### src/rtl/hopfield_seq_ctrl.sv
// Command sequencer for the Hopfield datapath: TRAIN/RECALL in, pulsed datapath controls, response out.
// Optional build macro HOPFIELD_SEQ_STATS_EN adds saturating response statistics counters.
module hopfield_seq_ctrl #(
   parameter int N         = 16,
   parameter int MAX_ITERS = 32,
   parameter int ITER_W    = 6
) (
   input  logic              clk,
   input  logic              rst,
   input  logic              cmd_valid,
   output logic              cmd_ready,
   input  logic              cmd_op,
   input  logic [N-1:0]      cmd_pattern,
   output logic [N-1:0]      pattern_input,
   output logic              modify_weights,
   output logic              modify_neuron,
   output logic              modify_neuron_using_input,
   input  logic              same_input,
   input  logic              converged,
   input  logic [N-1:0]      neuron_states,
   output logic              rsp_valid,
   input  logic              rsp_ready,
   output logic [N-1:0]      rsp_pattern,
   output logic [ITER_W-1:0] rsp_iters,
   output logic              rsp_timeout
`ifdef HOPFIELD_SEQ_STATS_EN
   ,
   output logic [15:0]       stat_trains,
   output logic [15:0]       stat_recalls,
   output logic [15:0]       stat_timeouts
`endif
);

   localparam logic [2:0] S_IDLE   = 3'd0;
   localparam logic [2:0] S_SETTLE = 3'd1;
   localparam logic [2:0] S_TRAIN  = 3'd2;
   localparam logic [2:0] S_INIT   = 3'd3;
   localparam logic [2:0] S_ITER   = 3'd4;
   localparam logic [2:0] S_RESP   = 3'd5;

   logic [2:0]        state;
   logic [2:0]        state_nxt;
   logic              op;
   logic [ITER_W-1:0] iter_cnt;
   logic              at_cap;
   logic              rsp_fire;

   assign at_cap   = (iter_cnt == ITER_W'(MAX_ITERS));
   assign rsp_fire = rsp_valid & rsp_ready;

   assign cmd_ready                 = (state == S_IDLE);
   assign rsp_valid                 = (state == S_RESP);
   assign modify_weights            = (state == S_TRAIN);
   assign modify_neuron_using_input = (state == S_INIT);
   // Update pulse in ITER is suppressed combinationally on the cycle convergence is seen.
   assign modify_neuron = (state == S_INIT) |
                          ((state == S_ITER) & ~converged & ~at_cap);

   always_comb begin
      state_nxt = state;
      case (state)
         S_IDLE:   if (cmd_valid) state_nxt = S_SETTLE;
         S_SETTLE: if (same_input) state_nxt = op ? S_INIT : S_TRAIN;
         S_TRAIN:  state_nxt = S_RESP;
         S_INIT:   state_nxt = S_ITER;
         S_ITER:   if (converged || at_cap) state_nxt = S_RESP;
         S_RESP:   if (rsp_ready) state_nxt = S_IDLE;
         default:  state_nxt = S_IDLE;
      endcase
   end

   always_ff @(posedge clk) begin
      if (rst) begin
         state         <= S_IDLE;
         op            <= 1'b0;
         pattern_input <= '0;
         iter_cnt      <= '0;
         rsp_pattern   <= '0;
         rsp_iters     <= '0;
         rsp_timeout   <= 1'b0;
      end else begin
         state <= state_nxt;
         case (state)
            S_IDLE: begin
               if (cmd_valid) begin
                  op            <= cmd_op;
                  pattern_input <= cmd_pattern;
               end
            end
            S_TRAIN: begin
               rsp_pattern <= pattern_input;
               rsp_iters   <= '0;
               rsp_timeout <= 1'b0;
            end
            S_INIT: iter_cnt <= '0;
            S_ITER: begin
               if (converged || at_cap) begin
                  rsp_pattern <= neuron_states;
                  rsp_iters   <= iter_cnt;
                  rsp_timeout <= ~converged;
               end else begin
                  iter_cnt <= iter_cnt + 1'b1;
               end
            end
            default: ;
         endcase
      end
   end

`ifdef HOPFIELD_SEQ_STATS_EN
   always_ff @(posedge clk) begin
      if (rst) begin
         stat_trains   <= '0;
         stat_recalls  <= '0;
         stat_timeouts <= '0;
      end else if (rsp_fire) begin
         if (!op && stat_trains != 16'hFFFF) stat_trains <= stat_trains + 16'd1;
         if (op && stat_recalls != 16'hFFFF) stat_recalls <= stat_recalls + 16'd1;
         if (op && rsp_timeout && stat_timeouts != 16'hFFFF)
            stat_timeouts <= stat_timeouts + 16'd1;
      end
   end
`else
   logic unused_fire;
   assign unused_fire = rsp_fire;
`endif

endmodule

### config.mk
export PLATFORM = sky130hd
export DESIGN_NAME = hopfield_seq_ctrl
export DESIGN_NICKNAME = d
export VERILOG_FILES = /design/src/rtl/hopfield_seq_ctrl.sv
export SDC_FILE = /design/constraint.sdc
export NUM_CORES = 1
export LEC_CHECK = 0
export ABC_CLOCK_PERIOD_IN_PS = 2050
export CORE_ASPECT_RATIO = 1.4
export CORE_MARGIN = 8
export CORE_UTILIZATION = 25
export DETAILED_ROUTE_END_ITERATION = 16
export PLACE_DENSITY = 0.48
export SYNTH_ARGS = -nofsm -noshare
export SYNTH_HDL_FRONTEND = slang
export SYNTH_SLANG_ARGS = --single-unit
### constraint.sdc
create_clock -name clk -period 2.05 [get_ports clk]
set_input_delay 0.41 -clock clk [delete_from_list [all_inputs] [get_ports clk]]
set_output_delay 0.41 -clock clk [all_outputs]
set_load 0.05 [all_outputs]
==> key figures <==
Power
  • Areal power density over the cells: 744 nW/um^2
  • Maximum ir drop on the vdd rail: 0.311 mV
  • Share of power burned in registers: 41.3%
  • Power, Total: 2520 uW
  • LEAKAGE: 0.00116 uW
  • Int Power: 1800 uW
  • Clock network fraction of total power: 36.1%
  • Switching Fraction: 28.7%
  • Proportion of power drawn by combinational gates: 22.5%
  • NetSw: 723 uW

Synth
  • Share of the synthesized area in the top cell type: 44.4%
  • Cell variety after synth: 37
  • Largest family of logic cells by synthesized area: compound AO/OA/AOI/OAI gates
  • Synthesized-area fraction occupied by xor and xnor cells: 1.59%
  • Ranking of synthesized cells by area: sky130_fd_sc_hd__dfxtp_1 (44%), sky130_fd_sc_hd__a21oi_1 (10%), sky130_fd_sc_hd__nand2_1 (7.8%)
  • Syn. warnings: 0
  • Cell count after synthesis: 246
  • Post-synthesis average cell area: 8.98 sq um
  • Cell Area, Synth: 2210 sq um
  • Proportion of register bits with asynchronous set or reset after synthesis: 0%
  • Top FF cell, synth: sky130_fd_sc_hd__dfxtp_1
  • Count of flip-flops with a built-in enable after synthesis: 0
  • Compound-cell area share of the yosys netlist: 21.9%
  • Synthesized Nets: 287
  • Simple-gate share of the synthesized area: 18.0%
  • Share of synthesized area occupied by flip-flops and latches: 44.4%
  • Largest area contributor in the netlist: sky130_fd_sc_hd__dfxtp_1
  • Register bit count reported by yosys: 49
  • Fraction of the mapped netlist area in adder cells: 1.13%
  • Multiplexer fraction of the synthesized cell area: 7.25%

Die
  • Vertical die dimension: 127 um
  • Total Die Area: 12100 sq um
  • Site row count: 40
  • I/O Pins: 83
  • Die span in x: 95.5 um
  • Core ar.: 8610 sq um
  • Initial Util: 25.7%

Global route
  • Global-route wire length before repair: 11500 um
  • Fraction of met3 tracks used by global routing: 3.58%
  • Fraction of met2 tracks used by global routing: 21.0%
  • Global-route met1 utilization: 13.1%
  • Pin count of the biggest net entering global routing: 29
  • Antenna violations before repair: 0
  • Aggregate global routing overflow: 0
  • Via count of the first global-routing pass: 2179
  • Global route hottest layer: met2
  • Global-route usage over all layers: 12.1%

CTS
  • Clock tree from TritonCTS: yes
  • Number of clock sinks seen by CTS: 49
  • Number of buffers inserted by hold repair at cts: 0
  • Clock transition at the registers of the reported paths: 0.06 ns
  • Cts bufs inserted: 5
  • Max Root-Sink Buffers: 2
  • H-tree level count: 2
  • CTS Root Buffer Type: sky130_fd_sc_hd__clkbuf_16
  • Clock Latency Late Sink: 0.28 ns

Placement
  • Quantity of I/O buffers inserted on ports: 82
  • Placement-stage worst setup slack: 0.0254 ns
  • Number of instances in the placed design: 427
  • HPWL Detailed: 5280 um
  • Final weighted congestion in routability-driven placement: 0.815

Timing
  • Final Hold Slack: 0.427 ns
  • Count of final max-slew check failures: 0
  • Transition time of the tightest slew-check pin: 0.607 ns
  • Worst-case setup margin in the final layout: 0.0352 ns
  • Number of endpoints failing setup at the final stage: 0
  • Worst Skew: 0.00249 ns
  • Fmax achieved: 0.496 GHz
  • Max-slew headroom: 59.4%
  • Minimum clock period after layout: 2.01 ns
  • Part of the cycle the worst path needs: 98.3%
  • Final hold violation count: 0

Routing
  • Number of DRC violations after detailed-routing iteration 0: 95
  • Number of detailed-route iterations in the first pass: 4
  • Number of vias per cell: 4.71
  • Routed wirelength normalized by instance count: 16.4 um
  • Wirelength, routed: 7160 um
  • ANT nets after route: 0
  • Number of vias after detailed routing: 2055
  • Number of remaining DRC errors: 0

Critical path
  • Largest fanout on the critical path: 3
  • Arrival time of the worst setup path: 1.60 ns
  • Critical path's slowest cell: sky130_fd_sc_hd__clkdlybuf4s50_1
  • Startpoint type of the worst setup path: input port
  • Largest incremental delay on the critical path: 0.48 ns
  • Critical path required time: 1.64 ns
  • Capturing element type of the critical path: output pin
  • Critical path cell sequence: clkdlybuf4s50_1 -> nor4b_4 -> o21ai_2 -> nand2_2 -> buf_12
  • CP startpoint: converged
  • Worst reg2reg startpoint: iter_cnt[0]
  • Classification of the worst setup path: input port to output pin

Flow run
  • Max-Cap Viols: 0

Outcome
  • Outcome: finished clean

Worst hold path
  • Hold/Removal Path Class: input port to register
  • Min-Delay Startpoint: rst

Finish
  • Number of fillers in the final layout: 904
  • Net count, final: 372
  • Number of antenna cells inserted: 0
  • Synth-to-layout area growth: 53.5%
  • Share of layout cells above drive strength 1: 15.7%
  • Number of standard cells in the final layout excluding fillers: 436
## worst paths after layout
path / end / slack [ns] / cells after the start
max: modify_neuron / 0.04 / 5
min: rsp_pattern[14] / 0.43 / 2
max reg2reg: rsp_pattern[5] / 0.22 / 6
min reg2reg: op / 0.46 / 2
## kinds of logic (layout without fill, tap and decap cells)
group           count (synthesis)  in the layout
xor+xnor                        4              4
buf+inv                        23            108
mux                            16             16
compound gates                 74             74
flops                          49             49
fa+ha+maj                       2              2
simple gates                   78             78
## state kept, by name (all words and copies together) (netlist names)
register	cells
iter_cnt	6
op	1
pattern_input	16
rsp_iters	6
rsp_pattern	16
rsp_timeout	1
state	3
## worst max-delay path, delay by kind of cell
family,cells,cell delay [ns]
buffers and inverters,2,0.62
and+or+nand+nor,2,0.46
AOI/OAI and AO/OA,1,0.12
## layout make-up
| class | count | area (sq um) | share of cell area, % |
|---|---|---|---|
| clock buffers | 5 | 125 | 3.69 |
| flip-flops and latches | 49 | 983 | 29.0 |
| multi-input cells | 174 | 1120 | 33.2 |
| well taps | 105 | 131 | 3.87 |
| clock inverters | 2 | 35.0 | 1.03 |
| inverters | 4 | 15.0 | 0.443 |
| repair buffers | 97 | 976 | 28.8 |
## cells in the mapped netlist, types with 3 or more instances
library cell,count
sky130_fd_sc_hd__buf_6,3
sky130_fd_sc_hd__mux2i_1,16
sky130_fd_sc_hd__a21oi_1,44
sky130_fd_sc_hd__a211oi_2,10
sky130_fd_sc_hd__nor2_1,10
sky130_fd_sc_hd__nand3_1,3
sky130_fd_sc_hd__inv_1,4
sky130_fd_sc_hd__xor2_1,4
sky130_fd_sc_hd__dfxtp_1,49
sky130_fd_sc_hd__a211oi_1,6
sky130_fd_sc_hd__o21ai_0,7
sky130_fd_sc_hd__nand4_1,3
sky130_fd_sc_hd__buf_4,3
sky130_fd_sc_hd__nand2_1,46
sky130_fd_sc_hd__buf_2,5
sky130_fd_sc_hd__clkbuf_1,6
## per-stage QoR
step	util, %	setup TNS [ns]	instance area, sq um
after floorplan	-	0	2230
after global placement	37.3	0	3210
after detailed placement	37.3	0	3210
after CTS	39.2	0	3370
after global routing	39.4	-0.00631	3390
final	39.4	0	3390
## placed cells by master (no fill, tap or decap), types with 2 or more instances in the layout
master and count:
sky130_fd_sc_hd__a211oi_1 6, sky130_fd_sc_hd__a211oi_2 10, sky130_fd_sc_hd__a21oi_1 44, sky130_fd_sc_hd__and2_1 2
sky130_fd_sc_hd__buf_12 5, sky130_fd_sc_hd__buf_4 16, sky130_fd_sc_hd__clkbuf_16 5, sky130_fd_sc_hd__clkdlybuf4s50_1 75
sky130_fd_sc_hd__dfxtp_1 47, sky130_fd_sc_hd__dfxtp_2 2, sky130_fd_sc_hd__ha_1 2, sky130_fd_sc_hd__inv_1 4
sky130_fd_sc_hd__mux2i_1 16, sky130_fd_sc_hd__nand2_1 45, sky130_fd_sc_hd__nand3_1 3, sky130_fd_sc_hd__nand4_1 3
sky130_fd_sc_hd__nor2_1 10, sky130_fd_sc_hd__nor2b_1 2, sky130_fd_sc_hd__o211ai_1 2, sky130_fd_sc_hd__o21ai_0 7
sky130_fd_sc_hd__o21ai_2 2, sky130_fd_sc_hd__xor2_1 4
## power by group through the flow
| stage | clock [uW] | combinational [uW] | sequential, uW |
|---|---|---|---|
| global placement | 0 | 572 | 1060 |
| CTS | 947 | 576 | 1040 |
| floorplan | 0 | 198 | 1200 |
| detailed placement | 0 | 574 | 1060 |
| finish | 911 | 568 | 1040 |
| global route | 997 | 606 | 1050 |
## routing by layer
layer | part of all wire (%) | up-vias
met5 | 0 | -
met4 | 3.2 | 0
met3 | 7.1 | 14
met2 | 48 | 64
met1 | 41 | 949
li1 | - | 1028
## repair_timing
action	CTS	global route
gates resized for setup	1	2
setup endpoints to repair	1	2
pin swaps	0	1
setup buffers	0	2
Power figures use the tool's default switching activity.
